### config.mk
export PLATFORM = sky130hd
export DESIGN_NAME = line_arbiter
export DESIGN_NICKNAME = d
export VERILOG_FILES = /design/src/rtl/dwt97_pkg.sv /design/src/rtl/stream_reg_slice.sv /design/src/rtl/line_arbiter.sv
export SDC_FILE = /design/constraint.sdc
export NUM_CORES = 1
export LEC_CHECK = 0
export ABC_AREA = 1
export BUFFER_PORTS_ARGS = -buffer_cell sky130_fd_sc_hd__buf_2
export CAP_MARGIN = 10
export CORE_MARGIN = 5
export CORE_UTILIZATION = 50
export CTS_BUF_LIST = sky130_fd_sc_hd__clkbuf_8
export CTS_CLUSTER_SIZE = 30
export DETAILED_ROUTE_END_ITERATION = 6
export GPL_ROUTABILITY_DRIVEN = 1
export HOLD_SLACK_MARGIN = 0.1
export PLACE_DENSITY = 0.91
export SLEW_MARGIN = 20
export SYNTH_ARGS = -nofsm -noshare
export SYNTH_HDL_FRONTEND = slang
export SYNTH_HIERARCHICAL = 1
export SYNTH_SLANG_ARGS = --single-unit
### constraint.sdc
create_clock -name clk_i -period 3.65 [get_ports clk_i]
set_input_delay 0.1825 -clock clk_i [delete_from_list [all_inputs] [get_ports clk_i]]
set_output_delay 0.1825 -clock clk_i [all_outputs]
set_load 0.05 [all_outputs]
### src/rtl/dwt97_pkg.sv
// Shared types for the line arbiter: arbitration state encoding and the
// default stream beat layout {sof, eol, data}.
package dwt97_pkg;

    typedef enum logic [1:0] {
        IDLE   = 2'd0,
        GRANT0 = 2'd1,
        GRANT1 = 2'd2
    } arb_state_t;

    // Beat width of the default build: two 8-bit samples {odd, even}.
    localparam int unsigned DEF_BEAT_W = 16;

    typedef struct packed {
        logic                  sof;
        logic                  eol;
        logic [DEF_BEAT_W-1:0] data;
    } beat_t;

endpackage

### src/rtl/stream_reg_slice.sv
// Single-entry registered stream slice. The upstream side may load a new
// payload whenever the slot is empty or is being drained in the same cycle,
// giving full throughput with one cycle of latency. The held payload never
// changes while the slot is full and stalled.
module stream_reg_slice
    import dwt97_pkg::*;
#(
    parameter type payload_t = beat_t
) (
    input  logic     clk,
    input  logic     rst,
    input  logic     up_valid,
    output logic     up_ready,
    input  payload_t up_payload,
    output logic     dn_valid,
    input  logic     dn_ready,
    output payload_t dn_payload
);

    assign up_ready = !dn_valid || dn_ready;

    // Load on an upstream transfer, otherwise empty the slot once it is popped.
    always_ff @(posedge clk) begin
        if (rst) begin
            dn_valid   <= 1'b0;
            dn_payload <= '0;
        end else if (up_valid && up_ready) begin
            dn_valid   <= 1'b1;
            dn_payload <= up_payload;
        end else if (dn_ready) begin
            dn_valid   <= 1'b0;
        end
    end

endmodule

### src/rtl/line_arbiter.sv
// Two-requester line arbiter in front of the shared border-expander/lifting
// pipeline. Grants are held for a whole line (until the eol beat is accepted),
// ties are broken round-robin, and the granted beat goes through a registered
// slice. Optional macro LINE_ARBITER_LEN_CHECK_EN adds a per-line beat counter
// that raises a sticky err_o when a line is not exactly LineWords beats long.
//
// state  | meaning
// IDLE   | no grant, both readies low; picks the next requester
// GRANT0 | requester 0 owns the output until its eol beat is accepted
// GRANT1 | requester 1 owns the output until its eol beat is accepted
module line_arbiter
    import dwt97_pkg::*;
#(
    parameter int unsigned DataWidth = 8,
    parameter int unsigned LineWords = 8
) (
    input  logic                   clk_i,
    input  logic                   rst_i,
    input  logic                   s0_valid_i,
    output logic                   s0_ready_o,
    input  logic                   s0_sof_i,
    input  logic                   s0_eol_i,
    input  logic [2*DataWidth-1:0] s0_data_i,
    input  logic                   s1_valid_i,
    output logic                   s1_ready_o,
    input  logic                   s1_sof_i,
    input  logic                   s1_eol_i,
    input  logic [2*DataWidth-1:0] s1_data_i,
    input  logic                   m_ready_i,
    output logic                   m_valid_o,
    output logic                   m_sof_o,
    output logic                   m_eol_o,
    output logic [2*DataWidth-1:0] m_data_o,
    output logic                   m_id_o,
    output logic                   err_o
);

    typedef struct packed {
        logic                   sof;
        logic                   eol;
        logic [2*DataWidth-1:0] data;
    } line_beat_t;

    typedef struct packed {
        logic       id;
        line_beat_t beat;
    } slot_t;

    if (DataWidth == 0) begin : g_bad_data_width
        $error("line_arbiter: DataWidth must be at least 1");
    end
    if (LineWords == 0) begin : g_bad_line_words
        $error("line_arbiter: LineWords must be at least 1");
    end

    arb_state_t state;
    arb_state_t state_nxt;
    logic       last_served;
    logic       slice_ready;
    logic       load;
    slot_t      slot_in;
    slot_t      slot_out;

    // Next-state, grant readies and the beat mux for the granted requester.
    always_comb begin
        state_nxt  = state;
        s0_ready_o = 1'b0;
        s1_ready_o = 1'b0;
        slot_in    = '0;
        load       = 1'b0;
        unique case (state)
            IDLE: begin
                if (s0_valid_i && s1_valid_i) begin
                    state_nxt = last_served ? GRANT0 : GRANT1;
                end else if (s0_valid_i) begin
                    state_nxt = GRANT0;
                end else if (s1_valid_i) begin
                    state_nxt = GRANT1;
                end
            end
            GRANT0: begin
                s0_ready_o         = slice_ready;
                slot_in.id         = 1'b0;
                slot_in.beat.sof   = s0_sof_i;
                slot_in.beat.eol   = s0_eol_i;
                slot_in.beat.data  = s0_data_i;
                load               = s0_valid_i && slice_ready;
                if (load && s0_eol_i) begin
                    state_nxt = IDLE;
                end
            end
            GRANT1: begin
                s1_ready_o         = slice_ready;
                slot_in.id         = 1'b1;
                slot_in.beat.sof   = s1_sof_i;
                slot_in.beat.eol   = s1_eol_i;
                slot_in.beat.data  = s1_data_i;
                load               = s1_valid_i && slice_ready;
                if (load && s1_eol_i) begin
                    state_nxt = IDLE;
                end
            end
            default: begin
                state_nxt = IDLE;
            end
        endcase
    end

    // State register; the requester whose eol beat was just taken loses the next tie.
    always_ff @(posedge clk_i) begin
        if (rst_i) begin
            state       <= IDLE;
            last_served <= 1'b1;
        end else begin
            state <= state_nxt;
            if (load && slot_in.beat.eol) begin
                last_served <= (state == GRANT1);
            end
        end
    end

    stream_reg_slice #(
        .payload_t (slot_t)
    ) u_out_slice (
        .clk        (clk_i),
        .rst        (rst_i),
        .up_valid   (load),
        .up_ready   (slice_ready),
        .up_payload (slot_in),
        .dn_valid   (m_valid_o),
        .dn_ready   (m_ready_i),
        .dn_payload (slot_out)
    );

    assign m_sof_o  = slot_out.beat.sof;
    assign m_eol_o  = slot_out.beat.eol;
    assign m_data_o = slot_out.beat.data;
    assign m_id_o   = slot_out.id;

`ifdef LINE_ARBITER_LEN_CHECK_EN
    // One extra count value lets the counter park at LineWords once a line overruns.
    localparam int unsigned     CntW    = $clog2(LineWords + 1);
    localparam logic [CntW-1:0] LastIdx = CntW'(LineWords - 1);
    localparam logic [CntW-1:0] CntMax  = CntW'(LineWords);

    logic [CntW-1:0] beat_cnt;
    logic            len_err;

    // Count accepted beats of the granted line; flag a short line or a missing eol.
    always_ff @(posedge clk_i) begin
        if (rst_i) begin
            beat_cnt <= '0;
            len_err  <= 1'b0;
        end else if (state == IDLE) begin
            beat_cnt <= '0;
        end else if (load) begin
            if (slot_in.beat.eol) begin
                if (beat_cnt != LastIdx) begin
                    len_err <= 1'b1;
                end
            end else if (beat_cnt >= LastIdx) begin
                len_err <= 1'b1;
            end
            if (beat_cnt != CntMax) begin
                beat_cnt <= beat_cnt + 1'b1;
            end
        end
    end

    assign err_o = len_err;
`else
    assign err_o = 1'b0;
`endif

endmodule
* Word-level counts from Yosys, hierarchy flattened *
Cells that the tools add are included.

storage, ports and cells
  bits in latches = 0
  register bits = 23
  ROM bits = 0
  output and inout bits = 23
  memories = 0
  input bits = 41
  bits in writable memories = 0
  logic and storage cells = 37

operators by class
  mux-type cells = 13
  equality and inequality tests = 5
  order comparisons = 0
  add/sub/neg operators = 0
  bitwise gates (word level) = 0
  reductions and logical operators = 12
  div/mod/pow operators = 0
  multiply operators = 0
  shift operators = 0

operator list
  kind                                                                    number
  19-bit one-hot mux with 2 select lines                                  1
  2-bit two-way mux                                                       6
  1-bit logical AND                                                       7
  2-bit one-hot mux with 3 select lines                                   1
  1-bit two-way mux                                                       4
  2-bit != test (second input constant)                                   2
  4-bit != test (second input constant)                                   1
  3-bit AND reduction                                                     1
  2-bit by 1-bit equality test with 1-bit output (second input constant)  1
  2-bit equality test (second input constant)                             1
  2-bit zero test                                                         1
  1-bit one-hot mux with 2 select lines                                   1
  2-bit nonzero test                                                      1
  1-bit zero test                                                         1
  1-bit logical OR                                                        1

* Logic depth before layout (Yosys ltp) *
  depth after elaboration = 6
  depth in mapped cells = 11
  depth with buffers taken out = 9

* Cells and area by module *
Netlist, hierarchy kept.

modules (own cells, without submodules)
  module            area each (sq um)  cells an instance  instances  seq. area each (sq um)
  stream_reg_slice  878.3              129                1          400.4
  line_arbiter      559.3              108                1          60.1

* Least setup slack after synthesis *
No wires, ideal clock.

  path type = flip-flop to flip-flop
  start = register u_out_slice.dn_valid
  end = register u_out_slice/dn_payload[10] (netlist name)
  stages on the path, launching flop included = 11
  arrival time = 1.688 ns
  path slack = 1.845 ns
  clock period less this slack = 1.805 ns
  data required time = 3.533 ns
  cells stage by stage = dfxtp_1 > nand2_1 > buf_2 > nand3_1 > o21ai_1 > inv_1 > nor2_1 > buf_4 > buf_6 > a21oi_1 > nor2_1

between the ends
  longest elaborated chain between the ends = 5
  elaborated cells on any way between the ends = 6
  those cells by class = 1 x mux; 5 x reduce/logical

RTL lines
  item                                     line                                    text
  start, declared                          stream_reg_slice.sv:15                  output logic dn_valid,
  start signal, assigned                   stream_reg_slice.sv:25                  dn_valid <= 1'b0;
  start signal, assigned                   stream_reg_slice.sv:28                  dn_valid <= 1'b1;
  start signal, assigned                   stream_reg_slice.sv:31                  dn_valid <= 1'b0;
  1-bit zero test *                        stream_reg_slice.sv:20                  assign up_ready = !dn_valid || dn_ready;
  1-bit logical OR *                       stream_reg_slice.sv:20
  net slice_ready                          line_arbiter.sv:59                      logic slice_ready;
  1-bit logical AND (on tied branches)     line_arbiter.sv:98, line_arbiter.sv:87
  1-bit one-hot mux with 2 select lines *  line_arbiter.sv:71                      unique case (state)
  net load                                 line_arbiter.sv:60                      logic load;
  1-bit logical AND *                      stream_reg_slice.sv:27                  end else if (up_valid && up_ready) begin
  end signal, assigned                     stream_reg_slice.sv:29                  dn_payload <= up_payload;
  end, declared                            stream_reg_slice.sv:17                  output payload_t dn_payload

The timed path passes the listed nets; every way through them passes the cells marked *.
A chain may end at the register's enable or synchronous reset.

* Final worst setup path *
  start = register state[0]
  end = register u_out_slice/dn_payload[1] (netlist name)

between the ends
  longest elaborated chain between the ends = 3
  elaborated cells on any way between the ends = 5
  those cells by class = 2 x eq/ne; 2 x mux; 1 x reduce/logical

RTL lines
  item                                                                                   line                    text
  start, declared                                                                        line_arbiter.sv:56      arb_state_t state;
  start signal, assigned                                                                 line_arbiter.sv:115     state <= state_nxt;
  2-bit equality test or 2-bit by 1-bit equality test with 1-bit output (tied branches)  line_arbiter.sv:71
  1-bit one-hot mux with 2 select lines *                                                line_arbiter.sv:71
  net load                                                                               line_arbiter.sv:60
  1-bit logical AND *                                                                    stream_reg_slice.sv:27

Marks and branches as above.

==> impl_metrics.ini <==
[worst_setup_path]
crit_fanout = 21
cp_data_arrival_time_ns = 2.41
cp-startpoint = state[0]
rr_startpoint = state[0]
start_kind = flop
worstSetupEndpointType = flop
required_ns = 3.81
path_class = reg2reg

[hold_path]
hold_start = rst_i
hold_path.class = in2reg

[timing]
period_needed_ns = 2.26
fmax_ghz = 0.443
finalHoldViolCount = 0
rsz0062_at_grt = false
drv_slew = 0
skew_ns = 0.00402
period_share = 0.618
tns_ns = 0
slew_headroom = 0.522
worstMarginPinSlew_ns = 0.717
setup-violations-final = 0

[cts]
cts-root-buf = clkbuf_8
clk_pin_slew_ns = 0.08
hold_buffers = 0
cts_sinks = 23
ctsResizeCount = 0
cts_made_buffers = 3
ctsHtreeMaxLevel = 1
cts_buffer_depth = 2
cts_tree = built
postCtsSetupRepairBufs = 0
worstSkewPairLatency_ns = 0.26

[global_routing]
track_usage = 0.175
grt_pass1_wl_um = 5980
antenna_found_initial = 0
grt_pass1_vias = 1432
overflow = 0
grt_max_degree = 42

[drt]
wire_per_inst_um = 11.2
wirelength_um = 3590
via_per_inst = 4.94
final_antenna_net_count = 0
vias = 1585
first_iter_violations = 88
dr.pass1.iters = 6
drc = 0

[status]
status = finished, final reports clean

[layout]
area_growth_pct = 22.0
fin_util = 0.636
fillerInstances = 270
drive_gt1_frac = 0.248
final_area_mm2 = 0.00175
antenna_cells = 0
stdcell_count = 321
nNetsFinal = 337

[logic_synthesis]
syn_inst = 237
syn_area_mm2 = 0.00144
yosysWarnings = 6
ys_types = 16
synth_nets = 283
avgSynthCellArea_um2 = 6.07
netlist.area_leader.share = 0.320
yosysSeqAreaShare = 0.320
ys_ff_latch = 23
yosys.area.top_type = dfxtp_1
netlist_top_cells_area = dfxtp_1 32%, nand2_1 17%, a21oi_1 13%, nand3_1 8.7%, inv_1 8.1%

[placed_design]
dpl_cell_area_mm2 = 0.00171
port_buffers = 62
placed_cells = 317
place_hpwl_um = 2660
routabilityCongestion = 0.819

[die]
start_util = 0.521
rows = 19
fp.dieArea_mm2 = 0.00405
coreArea_mm2 = 0.00276
die_x_um = 63.6
die_y_um = 63.6
io_pins = 64

[run]
maxCapViolations = 0

[power_and_ir_drop]
p_leak_nw = 0.858
power.density_mw_per_mm2 = 728
irDropWorstVdd_mv = 0.501
power.total_w = 0.00128
==> synth_stat cells, drive strengths merged <==
| library cell | count |
|---|---|
| nand3 | 26 |
| nand2 | 67 |
| a21oi | 38 |
| ha | 5 |
| conb | 1 |
| dfxtp | 23 |
| buf | 15 |
| o21ai | 1 |
| nor2 | 27 |
| nor3 | 1 |
| inv | 33 |
==> cell type report <==
| cell class | instances | area (um2) | share of cell area |
|---|---|---|---|
| flip-flops and latches | 23 | 460 | 0.262 |
| multi-input cells | 166 | 761 | 0.434 |
| inverters | 33 | 124 | 0.0706 |
| well taps | 31 | 38.8 | 0.0221 |
| clock inverters | 1 | 3.75 | 0.00214 |
| repair buffers | 64 | 325 | 0.185 |
| clock buffers | 3 | 41.3 | 0.0235 |
==> state kept, by name, indices dropped and copies added, names as in the netlist <==
signal / cells
u_out_slice/dn_payload: 19
u_out_slice/dn_valid: 1
last_served: 1
state: 2
==> logic make-up after synthesis <==
logic type	after synthesis	synth area share
adders and majority gates	5	0.0435
other	1	0.00261
and+or+nand+nor	121	0.343
buffers and inverters	48	0.152
DFF	23	0.320
AOI/OAI and AO/OA	39	0.138
==> through the flow <==
| stage | setup WS (ns) | hold WS, ns |
|---|---|---|
| global route | 1.13 | 0.136 |
| finish | 1.39 | 0.128 |
| global placement | 1.54 | 0.395 |
| CTS | 1.43 | 0.124 |
| detailed placement | 1.47 | 0.397 |
| floorplan | 1.85 | 0.252 |
==> critical path: stages (launching register included) <==
cell and delay, ns:
dfxtp_1 0.33, inv_1 0.12, ha_1 0.23, inv_1 0.05, o21ai_1 0.21, inv_1 0.08
nor2_2 0.51, buf_4 0.35, nand3_1 0.12, nand2_1 0.10, nor2_1 0.04
==> cells in the final DEF (no fill, tap or decap), types with 3 or more instances in the layout <==
cell type  instances
ha_1               5
inv_1             32
clkbuf_8           3
nand3_1           25
nand2_1           67
nor2_1            26
dfxtp_1           23
a21oi_1           37
buf_2             62
==> worst paths after layout <==
| path | endpoint | slack [ns] | depth (start not counted) |
|---|---|---|---|
| worst max-delay path | u_out_slice/dn_payload[1] | 1.39 | 10 |
| worst min-delay path | u_out_slice/dn_valid | 0.13 | 2 |
| worst max register to register | u_out_slice/dn_payload[1] | 1.39 | 10 |
| worst min register to register | last_served | 0.47 | 2 |
==> per-layer routing <==
metal  vias up  part of all wire  global-route usage
met5         -                 0                   0
met2        63              0.46               0.301
met3         4             0.094              0.0426
met1       684              0.43               0.216
li1        834                 -                   -
met4         0             0.012              0.0494
==> report_power, final <==
part | internal [W] | switching (W)
clock | 0.0000749 | 0.0000778
combinational | 0.000202 | 0.000561
sequential | 0.000323 | 0.0000376
total | 0.000600 | 0.000677
No activity file was read; power rests on OpenSTA's default activity.
